`src/rtl/pipe_stall_ctrl.sv`:
```
// Pipeline stall/flush/freeze controller with a sticky DMEM watchdog.
// Optional perf counters are built only when PIPE_PERF_CNT_EN is defined.
module pipe_stall_ctrl #(
   parameter int WDOG_W   = 8,
   parameter int WDOG_MAX = 200,
   parameter int CNT_W    = 32
) (
   input  logic             clk,
   input  logic             rst_n,
   input  logic             lu_stall_req,
   input  logic             br_flush_req,
   input  logic             imem_busy,
   input  logic             dmem_busy,
   output logic             pc_en,
   output logic             if_id_en,
   output logic             if_id_flush,
   output logic             id_ex_en,
   output logic             id_ex_bubble,
   output logic             ex_mem_en,
   output logic             mem_wb_en,
   output logic [1:0]       state_o,
   output logic             err_wdog,
   output logic [CNT_W-1:0] stall_cnt,
   output logic [CNT_W-1:0] flush_cnt
);

   // state    | meaning
   // RUN      | normal flow (also used for an IMEM-only bubble cycle)
   // LU_STALL | load-use bubble inserted into ID/EX
   // FREEZE   | DMEM busy, whole pipe held
   // FLUSH    | taken branch squashes IF/ID and ID/EX
   typedef enum logic [1:0] {
      S_RUN    = 2'd0,
      S_LU     = 2'd1,
      S_FREEZE = 2'd2,
      S_FLUSH  = 2'd3
   } state_t;

   localparam logic [WDOG_W-1:0] WDOG_LIM = WDOG_W'(WDOG_MAX);

   state_t            state, state_next;
   logic [WDOG_W-1:0] wdog_cnt;

   always_ff @(posedge clk or negedge rst_n) begin
      if (!rst_n) state <= S_RUN;
      else        state <= state_next;
   end

   always_comb begin
      state_next   = S_RUN;
      pc_en        = 1'b1;
      if_id_en     = 1'b1;
      if_id_flush  = 1'b0;
      id_ex_en     = 1'b1;
      id_ex_bubble = 1'b0;
      ex_mem_en    = 1'b1;
      mem_wb_en    = 1'b1;
      if (rst_n) begin
         if (dmem_busy) begin
            state_next = S_FREEZE;
            pc_en      = 1'b0;
            if_id_en   = 1'b0;
            id_ex_en   = 1'b0;
            ex_mem_en  = 1'b0;
            mem_wb_en  = 1'b0;
         end else if (br_flush_req) begin
            // wrong-path instruction in ID makes any load-use stall moot
            state_next   = S_FLUSH;
            if_id_flush  = 1'b1;
            id_ex_bubble = 1'b1;
         end else if (lu_stall_req) begin
            state_next   = S_LU;
            pc_en        = 1'b0;
            if_id_en     = 1'b0;
            id_ex_bubble = 1'b1;
         end else if (imem_busy) begin
            pc_en       = 1'b0;
            if_id_flush = 1'b1;
         end
      end
   end

   assign state_o = state;

   // Consecutive DMEM-busy cycles; saturates so err_wdog stays meaningful.
   always_ff @(posedge clk or negedge rst_n) begin
      if (!rst_n) begin
         wdog_cnt <= '0;
         err_wdog <= 1'b0;
      end else if (!dmem_busy) begin
         wdog_cnt <= '0;
      end else if (wdog_cnt != WDOG_LIM) begin
         wdog_cnt <= wdog_cnt + 1'b1;
         if (wdog_cnt + 1'b1 == WDOG_LIM) err_wdog <= 1'b1;
      end
   end

`ifdef PIPE_PERF_CNT_EN
   always_ff @(posedge clk or negedge rst_n) begin
      if (!rst_n) begin
         stall_cnt <= '0;
         flush_cnt <= '0;
      end else begin
         if (!pc_en)                 stall_cnt <= stall_cnt + 1'b1;
         if (state_next == S_FLUSH)  flush_cnt <= flush_cnt + 1'b1;
      end
   end
`else
   assign stall_cnt = '0;
   assign flush_cnt = '0;
`endif

endmodule
```
`config.mk`:
```
export PLATFORM = sky130hd
export DESIGN_NAME = pipe_stall_ctrl
export DESIGN_NICKNAME = d
export VERILOG_FILES = /design/src/rtl/pipe_stall_ctrl.sv
export SDC_FILE = /design/constraint.sdc
export NUM_CORES = 1
export LEC_CHECK = 0
export ABC_CLOCK_PERIOD_IN_PS = 1400
export CORE_ASPECT_RATIO = 1.2
export CORE_MARGIN = 1.5
export CORE_UTILIZATION = 35
export DETAILED_ROUTE_END_ITERATION = 6
export DONT_BUFFER_PORTS = 1
export HOLD_SLACK_MARGIN = 0.08
export MAX_ROUTING_LAYER = met4
export SETUP_SLACK_MARGIN = 0.5
export SYNTH_ARGS = -nofsm -noshare
export SYNTH_HDL_FRONTEND = slang
export SYNTH_SLANG_ARGS = --single-unit
```
`constraint.sdc`:
```
create_clock -name clk -period 1.4 [get_ports clk]
set_input_delay 0.28 -clock clk [delete_from_list [all_inputs] [get_ports clk]]
set_output_delay 0.28 -clock clk [all_outputs]
set_load 0.01 [all_outputs]
```
==> results.sh, run 1 <==
export IMPL_share_of_synthesized_registers_carrying_an_async_set_or_reset_pct=100.0
export IMPL_dpl_cell_count=181
export IMPL_post_synth_main_area_contributors="sky130_fd_sc_hd__buf_4 (42%), sky130_fd_sc_hd__dfrtp_1 (24%), sky130_fd_sc_hd__ha_1 (3.2%)"
export IMPL_viasPerCell=3.803
export IMPL_cell_with_the_most_instances_after_synthesis="sky130_fd_sc_hd__buf_4"
export IMPL_critical_path_startpoint_type="flip-flop"
export IMPL_post_synth_cell_types=31
export IMPL_groute_layer_met1_usage_pct=10.94
export IMPL_total_power_uw=745.7
export IMPL_grt_busiest_layer="met2"
export IMPL_numCtsBuffers=3
export IMPL_failed_checks="setup timing"
export IMPL_synth_top_area_share_pct=42.31
export IMPL_grt_pass1_vias=585
export IMPL_critPathKind="reg -> reg"
export IMPL_area_of_the_mapped_netlist_um2=1171
export IMPL_start_util_pct=37.32
export IMPL_htree_num_levels=1
export IMPL_layout_cell_area_non_filler_um2=1179
export IMPL_measured_slew_at_the_worst_slew_check_pin_ns=0.5042
export IMPL_cap_viol_max_count=0
export IMPL_grt_util_all_layers_pct=9.191
export IMPL_initial_antenna_violation_count=0
export IMPL_detail_route_iter0_violations=5
export IMPL_antennaDiodeCount=0
export IMPL_layout_drive_gt1_share_pct=21.71
export IMPL_routedWlPerCell_um=9.862
export IMPL_hold_worst_slack_ns=0.03203
export IMPL_final_instance_count_excl_fill=188
export IMPL_rsz0062_at_grt="true"
export IMPL_synthDominantAreaCellType="sky130_fd_sc_hd__buf_4"
export IMPL_clock_skew_ns=0.001108
export IMPL_synth_enable_flop_cells=0
export IMPL_groute_layer_met2_usage_pct=15.48
export IMPL_clock_latency_ns=0.27
export IMPL_largest_net_degree_at_the_start_of_global_routing=12
export IMPL_timing_max_transition_violations_final=0
export IMPL_switching_share_pct=34.02
export IMPL_internal_power_uw=492.0
export IMPL_cp_max_fo=4
export IMPL_clock_power_share_pct=29.8
export IMPL_final_nets=162
export IMPL_p_comb_share_pct=24.7
export IMPL_worst_ep_required_time_ns=1.56
export IMPL_drt_wl_total_um=1854
export IMPL_placement_cell_area_um2=1077
export IMPL_clock_sinks=11
export IMPL_fin_crit_ns=1.557
export IMPL_crit_path_max_incr_delay_ns=0.41
export IMPL_synthCells=139
export IMPL_syn_to_final_growth_pct=0.6410
export IMPL_critical_path_cell_chain="inv_1, ha_2, nand4b_4, nor4b_4, mux2i_1, nor2b_1"
export IMPL_worst_vdd_drop_uv=294.0
export IMPL_dpl_hpwl_um=1340
export IMPL_worst_path_dominant_cell_family="simple AND/OR/NAND/NOR gates"
export IMPL_power_density_nw_per_um2=632.7
export IMPL_postRouteAntennaNets=0
export IMPL_final_hold_violation_count=0
export IMPL_die_area_um2=3704
export IMPL_syn_avg_cell_area_um2=8.425
export IMPL_crit_path_end_kind="flip-flop"
export IMPL_clk_root_buffer_cell="sky130_fd_sc_hd__clkbuf_4"
export IMPL_timing_final_setup_violations=3
export IMPL_die_height_um=66.37
export IMPL_core_area_um2=3138
export IMPL_status="finished with violations"
export IMPL_worst_path_stages=6
export IMPL_top_post_synthesis_cells_by_count="sky130_fd_sc_hd__buf_4 (66), sky130_fd_sc_hd__dfrtp_1 (11), sky130_fd_sc_hd__nor2_1 (10)"
export IMPL_drt_pass1_iter_count=4
export IMPL_ff2ff_path_depth=6
export IMPL_cts_clk_slew_worst_paths_ns=0.07
export IMPL_cts_path_max_buffers=2
export IMPL_global_route_usage_met3_pct=1.957
export IMPL_ys_seq_area_share_pct=23.50
export IMPL_final_setup_tns_ns=-0.3845
export IMPL_placementRows=22
export IMPL_tritoncts_clock_tree="yes"
export IMPL_worst_endpoint_arrival_ns=1.72
export IMPL_fp_dieW_um=55.81
export IMPL_grt_first_pass_wirelength_um=2573
export IMPL_clock_fmax_ghz=0.6423
export IMPL_relSlewSlack_pct=66.39
export IMPL_routabilityCongestion=0.8158
export IMPL_net_switching_power_uw=253.7
export IMPL_io_buffer_count=0
export IMPL_postLayoutSetupSlackWorst_ns=-0.1568
export IMPL_slowest_stage="sky130_fd_sc_hd__dfrtp_1"
export IMPL_yosys_most_used_dff="sky130_fd_sc_hd__dfrtp_1"
export IMPL_synthesized_flop_and_latch_total=11
export IMPL_static_leakage_power_uw=0.0006147
export IMPL_yosys_warnings=0
export IMPL_globalRouteOverflowTotal=0
export IMPL_total_number_of_vias=715
export IMPL_post_route_period_util_pct=111.2
export IMPL_drt_drc_violations_left=0
export IMPL_fillers=333
export IMPL_worst_hold_path_type="in -> async"
export IMPL_critical_path_buf_inv_count=1
export IMPL_boundaryPins=80
export IMPL_power_share_sequential_pct=45.5
## metrics by stage
| step | utilization [%] | setup WS, ns |
|---|---|---|
| after floorplan | - | -0.08915 |
| after global placement | 34.33 | -0.09730 |
| after detailed placement | 34.33 | -0.1379 |
| final | 37.56 | -0.1568 |
| after CTS | 36.80 | -0.1463 |
| after global routing | 37.56 | -0.2163 |
## logic make-up after synthesis
kind of cell | count (synthesis) | synth area share, %
AOI/OAI and AO/OA | 12 | 6.517
xor gates and xnor gates | 6 | 4.487
adders and majority gates | 3 | 3.205
buffers and inverters | 72 | 44.34
DFF | 11 | 23.50
muxes | 2 | 1.816
other | 1 | 0.3202
and+or+nand+nor | 32 | 15.81
## registers in the layout, summed over array words and instances (netlist names)
signal / flops
err_wdog: 1
state_o: 2
wdog_cnt: 8
## power groups by stage
stage	Combinational (uW)	Clock, uW	Sequential (uW)
6_report	184	222	340
5_1_grt	202	246	341
4_1_cts	176	227	339
3_5_place_dp	155	0	347
3_3_place_gp	156	0	347
2_1_floorplan	282	0	344
## area by class of cell
type	instances	area [um2]	share of cell area [%]
inverter	4	41.29	3.503
clock buffer	4	26.28	2.229
multi-input combinational	119	678.2	57.54
timing repair buffer	14	110.1	9.342
tap	36	45.04	3.822
sequential	11	277.8	23.57
## final timing paths
| path | slack (ns) | start | to |
|---|---|---|---|
| max | -0.16 | wdog_cnt[0] | wdog_cnt[1] |
| min | 0.03 | rst_n | err_wdog |
| max reg2reg | -0.16 | wdog_cnt[0] | wdog_cnt[1] |
| min reg2reg | 0.55 | err_wdog | err_wdog |
| max in group asynchronous | 1.01 | rst_n | wdog_cnt[4] |
| min in group clk | 0.13 | rst_n | state_o[1] |
## per-layer routing
metal	vias up	part of all wire, %
li1	342	-
met4	0	1.3
met1	322	35
met2	46	53
met5	-	0
met3	5	11
## layout by cell type, fill, tap and decap left out, types with 2 or more instances in the layout
master	synthesis	routed
sky130_fd_sc_hd__conb_1	1	64
sky130_fd_sc_hd__buf_4	66	13
sky130_fd_sc_hd__dfrtp_1	11	9
sky130_fd_sc_hd__nor2_1	10	7
sky130_fd_sc_hd__nand2_1	7	6
sky130_fd_sc_hd__xnor2_1	4	4
sky130_fd_sc_hd__inv_1	4	3
sky130_fd_sc_hd__nor2_4	0	3
sky130_fd_sc_hd__a21oi_1	3	3
sky130_fd_sc_hd__and2_1	3	3
sky130_fd_sc_hd__nand3_1	3	3
sky130_fd_sc_hd__clkbuf_4	0	3
sky130_fd_sc_hd__o21a_1	2	2
sky130_fd_sc_hd__o21ai_0	3	2
sky130_fd_sc_hd__xor2_1	2	2
sky130_fd_sc_hd__ha_1	3	2
sky130_fd_sc_hd__dfrtp_2	0	2
## timing repair
action / 4_1_cts / 5_1_grt
setup buffers: 2 / 0
endpoints found under the setup margin: 13 / 15
pin swaps: 1 / 5
gates resized for setup: 10 / 4
hold buffers: 1 / 0
gates cloned: 0 / 0
endpoints found under the hold margin: 11 / 0
Note: power is estimated with default switching activity, not from simulation.
==> run 2: changes to the inputs <==
--- a/config.mk
+++ b/config.mk
@@ -5,9 +5,9 @@
 export SDC_FILE = /design/constraint.sdc
 export NUM_CORES = 1
 export LEC_CHECK = 0
-export ABC_CLOCK_PERIOD_IN_PS = 1400
+export ABC_CLOCK_PERIOD_IN_PS = 1950
 export CORE_ASPECT_RATIO = 1.2
-export CORE_MARGIN = 1.5
+export CORE_MARGIN = 8
 export CORE_UTILIZATION = 35
 export DETAILED_ROUTE_END_ITERATION = 6
 export DONT_BUFFER_PORTS = 1
==> constraint.sdc (replaced) <==
create_clock -name clk -period 1.95 [get_ports clk]
set_input_delay 0.39 -clock clk [delete_from_list [all_inputs] [get_ports clk]]
set_output_delay 0.39 -clock clk [all_outputs]
set_load 0.01 [all_outputs]
==> results.sh, run 2 (same netlist as run 1, synthesis figures left out) <==
export IMPL_met3_wire_len_um=259
export IMPL_final_setup_tns_ns=0
export IMPL_layout_drive_gt1_share_pct=14.79
export IMPL_htree_num_levels=1
export IMPL_boundaryPins=80
export IMPL_fin_crit_ns=1.508
export IMPL_worst_r2r_setup_slack_ns=0.44
export IMPL_worst_vdd_drop_uv=202.3
export IMPL_die_area_um2=5461
export IMPL_layout_cell_area_non_filler_um2=1080
export IMPL_dpl_hpwl_um=1683
export IMPL_crit_reg2reg_capture="err_wdog"
export IMPL_grt_pass1_vias=669
export IMPL_timing_max_transition_violations_final=0
export IMPL_power_density_nw_per_um2=555.4
export IMPL_ff2ff_path_depth=6
export IMPL_worst_hold_path_type="in -> reg"
export IMPL_syn_to_final_growth_pct=-7.799
export IMPL_hold_worst_slack_ns=0.2663
export IMPL_status="completed"
export IMPL_critical_path_startpoint_type="flip-flop"
export IMPL_clock_skew_ns=0.006825
export IMPL_clock_latency_ns=0.24
export IMPL_grt_first_pass_wirelength_um=3098
export IMPL_static_leakage_power_uw=0.0005470
export IMPL_top_layer="met4"
export IMPL_final_nets=152
export IMPL_io_buffer_count=0
export IMPL_commonest_non_fill_non_tap_cell_in_the_layout="sky130_fd_sc_hd__conb_1"
export IMPL_globalRouteOverflowTotal=0
export IMPL_drt_pass1_iter_count=3
export IMPL_crit_path_max_incr_delay_ns=0.40
export IMPL_final_hold_violation_count=0
export IMPL_wl_met1_um=728
export IMPL_measured_slew_at_the_worst_slew_check_pin_ns=0.5028
export IMPL_clock_fmax_ghz=0.6629
export IMPL_slowest_stage="sky130_fd_sc_hd__dfrtp_2"
export IMPL_core_area_um2=3281
export IMPL_largest_register_ffs=8
export IMPL_critical_path_cell_chain="inv_2, ha_4, nand4b_4, nor4b_4, nor2_1, a31o_2"
export IMPL_worst_hold_stages=1
export IMPL_cts_clk_slew_worst_paths_ns=0.05
export IMPL_viasPerCell=3.771
export IMPL_min_delay_worst_endpoint="state_o[1]"
export IMPL_rsz0062_at_grt="true"
export IMPL_largest_net_degree_at_the_start_of_global_routing=12
export IMPL_startpoint_of_the_most_critical_register_to_register_path="wdog_cnt[0]"
export IMPL_start_util_pct=35.70
export IMPL_drt_wl_total_um=2160
export IMPL_total_power_uw=599.7
export IMPL_cap_viol_max_count=0
export IMPL_clock_sinks=11
export IMPL_routedWlPerCell_um=12.07
export IMPL_routabilityCongestion=0.8139
export IMPL_crit_path_end_kind="flip-flop"
export IMPL_routed_wl_met2_um=1092
export IMPL_detail_route_iter0_violations=6
export IMPL_antennaDiodeCount=0
export IMPL_grt_util_all_layers_pct=7.892
export IMPL_layout_cells_most_common_list="sky130_fd_sc_hd__conb_1 (64), sky130_fd_sc_hd__dfrtp_1 (10), sky130_fd_sc_hd__nor2_1 (9)"
export IMPL_post_route_period_util_pct=77.35
export IMPL_worst_endpoint_arrival_ns=1.64
export IMPL_cp_max_fo=3
export IMPL_clk_root_buffer_cell="sky130_fd_sc_hd__clkbuf_8"
export IMPL_relSlewSlack_pct=66.37
export IMPL_worst_ep_required_time_ns=2.08
export IMPL_numCtsBuffers=3
export IMPL_fp_dieW_um=68.81
export IMPL_placement_cell_area_um2=949.7
export IMPL_timing_final_setup_violations=0
export IMPL_initial_antenna_violation_count=0
export IMPL_registers_top_by_ff_count="wdog_cnt"
export IMPL_drt_drc_violations_left=0
export IMPL_tritoncts_clock_tree="yes"
export IMPL_critPathKind="reg -> reg"
export IMPL_cts_path_max_buffers=2
export IMPL_postRouteAntennaNets=0
export IMPL_total_number_of_vias=675
export IMPL_die_height_um=79.37
export IMPL_postLayoutSetupSlackWorst_ns=0.4416
export IMPL_post_place_worst_slack_ns=0.3050
export IMPL_min_from="br_flush_req"
export IMPL_placementRows=23
-- run 2: repair_timing --
item / in CTS / in global routing
gates cloned: 0 / 0
gates resized for setup: 7 / 6
hold endpoints to repair: 11 / 0
buffers inserted: 2 / 1
hold buffers: 1 / 0
pin swaps: 4 / 5
endpoints found under the setup margin: 3 / 4
-- run 2: per-layer routing --
metal	global-route usage, %	vias to the layer above
met1	7.895	304
met3	1.969	4
met2	12.12	48
li1	-	319
met5	-	-
met4	7.243	0
-- run 2: final cells by class --
cell class                 count  area, um2
multi-input combinational    119      664.4
tap                           37      46.29
sequential                    11      276.5
fill                         358       2201
inverter                       4      15.01
clock buffer                   4      45.04
timing repair buffer           4      32.53
-- run 2: per-stage QoR --
stage,util [%],instances
floorplan,-,202
global placement,28.95,171
detailed placement,28.95,171
CTS,31.85,178
global route,32.91,179
finish,32.91,179
-- run 2: worst max-delay path, delay by kind of cell, from the launching register on --
| family | cells | cell delay, ns |
|---|---|---|
| AOI/OAI and AO/OA | 1 | 0.25 |
| adders and majority gates | 1 | 0.13 |
| buffers and inverters | 1 | 0.07 |
| and+or+nand+nor | 3 | 0.55 |
| DFF | 1 | 0.40 |
-- run 2: where the power goes --
part	internal [uW]	switching (uW)	total, uW
sequential	236	8.90	245
combinational	27.9	94.6	122
clock	144	88.2	232
total	408	192	600
-- run 2: worst max-delay path by stage --
stage                      from          end  slack [ns]  cells after the start
CTS                 wdog_cnt[0]     err_wdog        0.40                      6
finish              wdog_cnt[0]     err_wdog        0.44                      6
global route        wdog_cnt[0]  wdog_cnt[1]        0.33                      6
global placement    wdog_cnt[0]     err_wdog        0.30                      6
detailed placement  wdog_cnt[0]     err_wdog        0.30                      6
floorplan           wdog_cnt[0]     err_wdog        0.46                      6
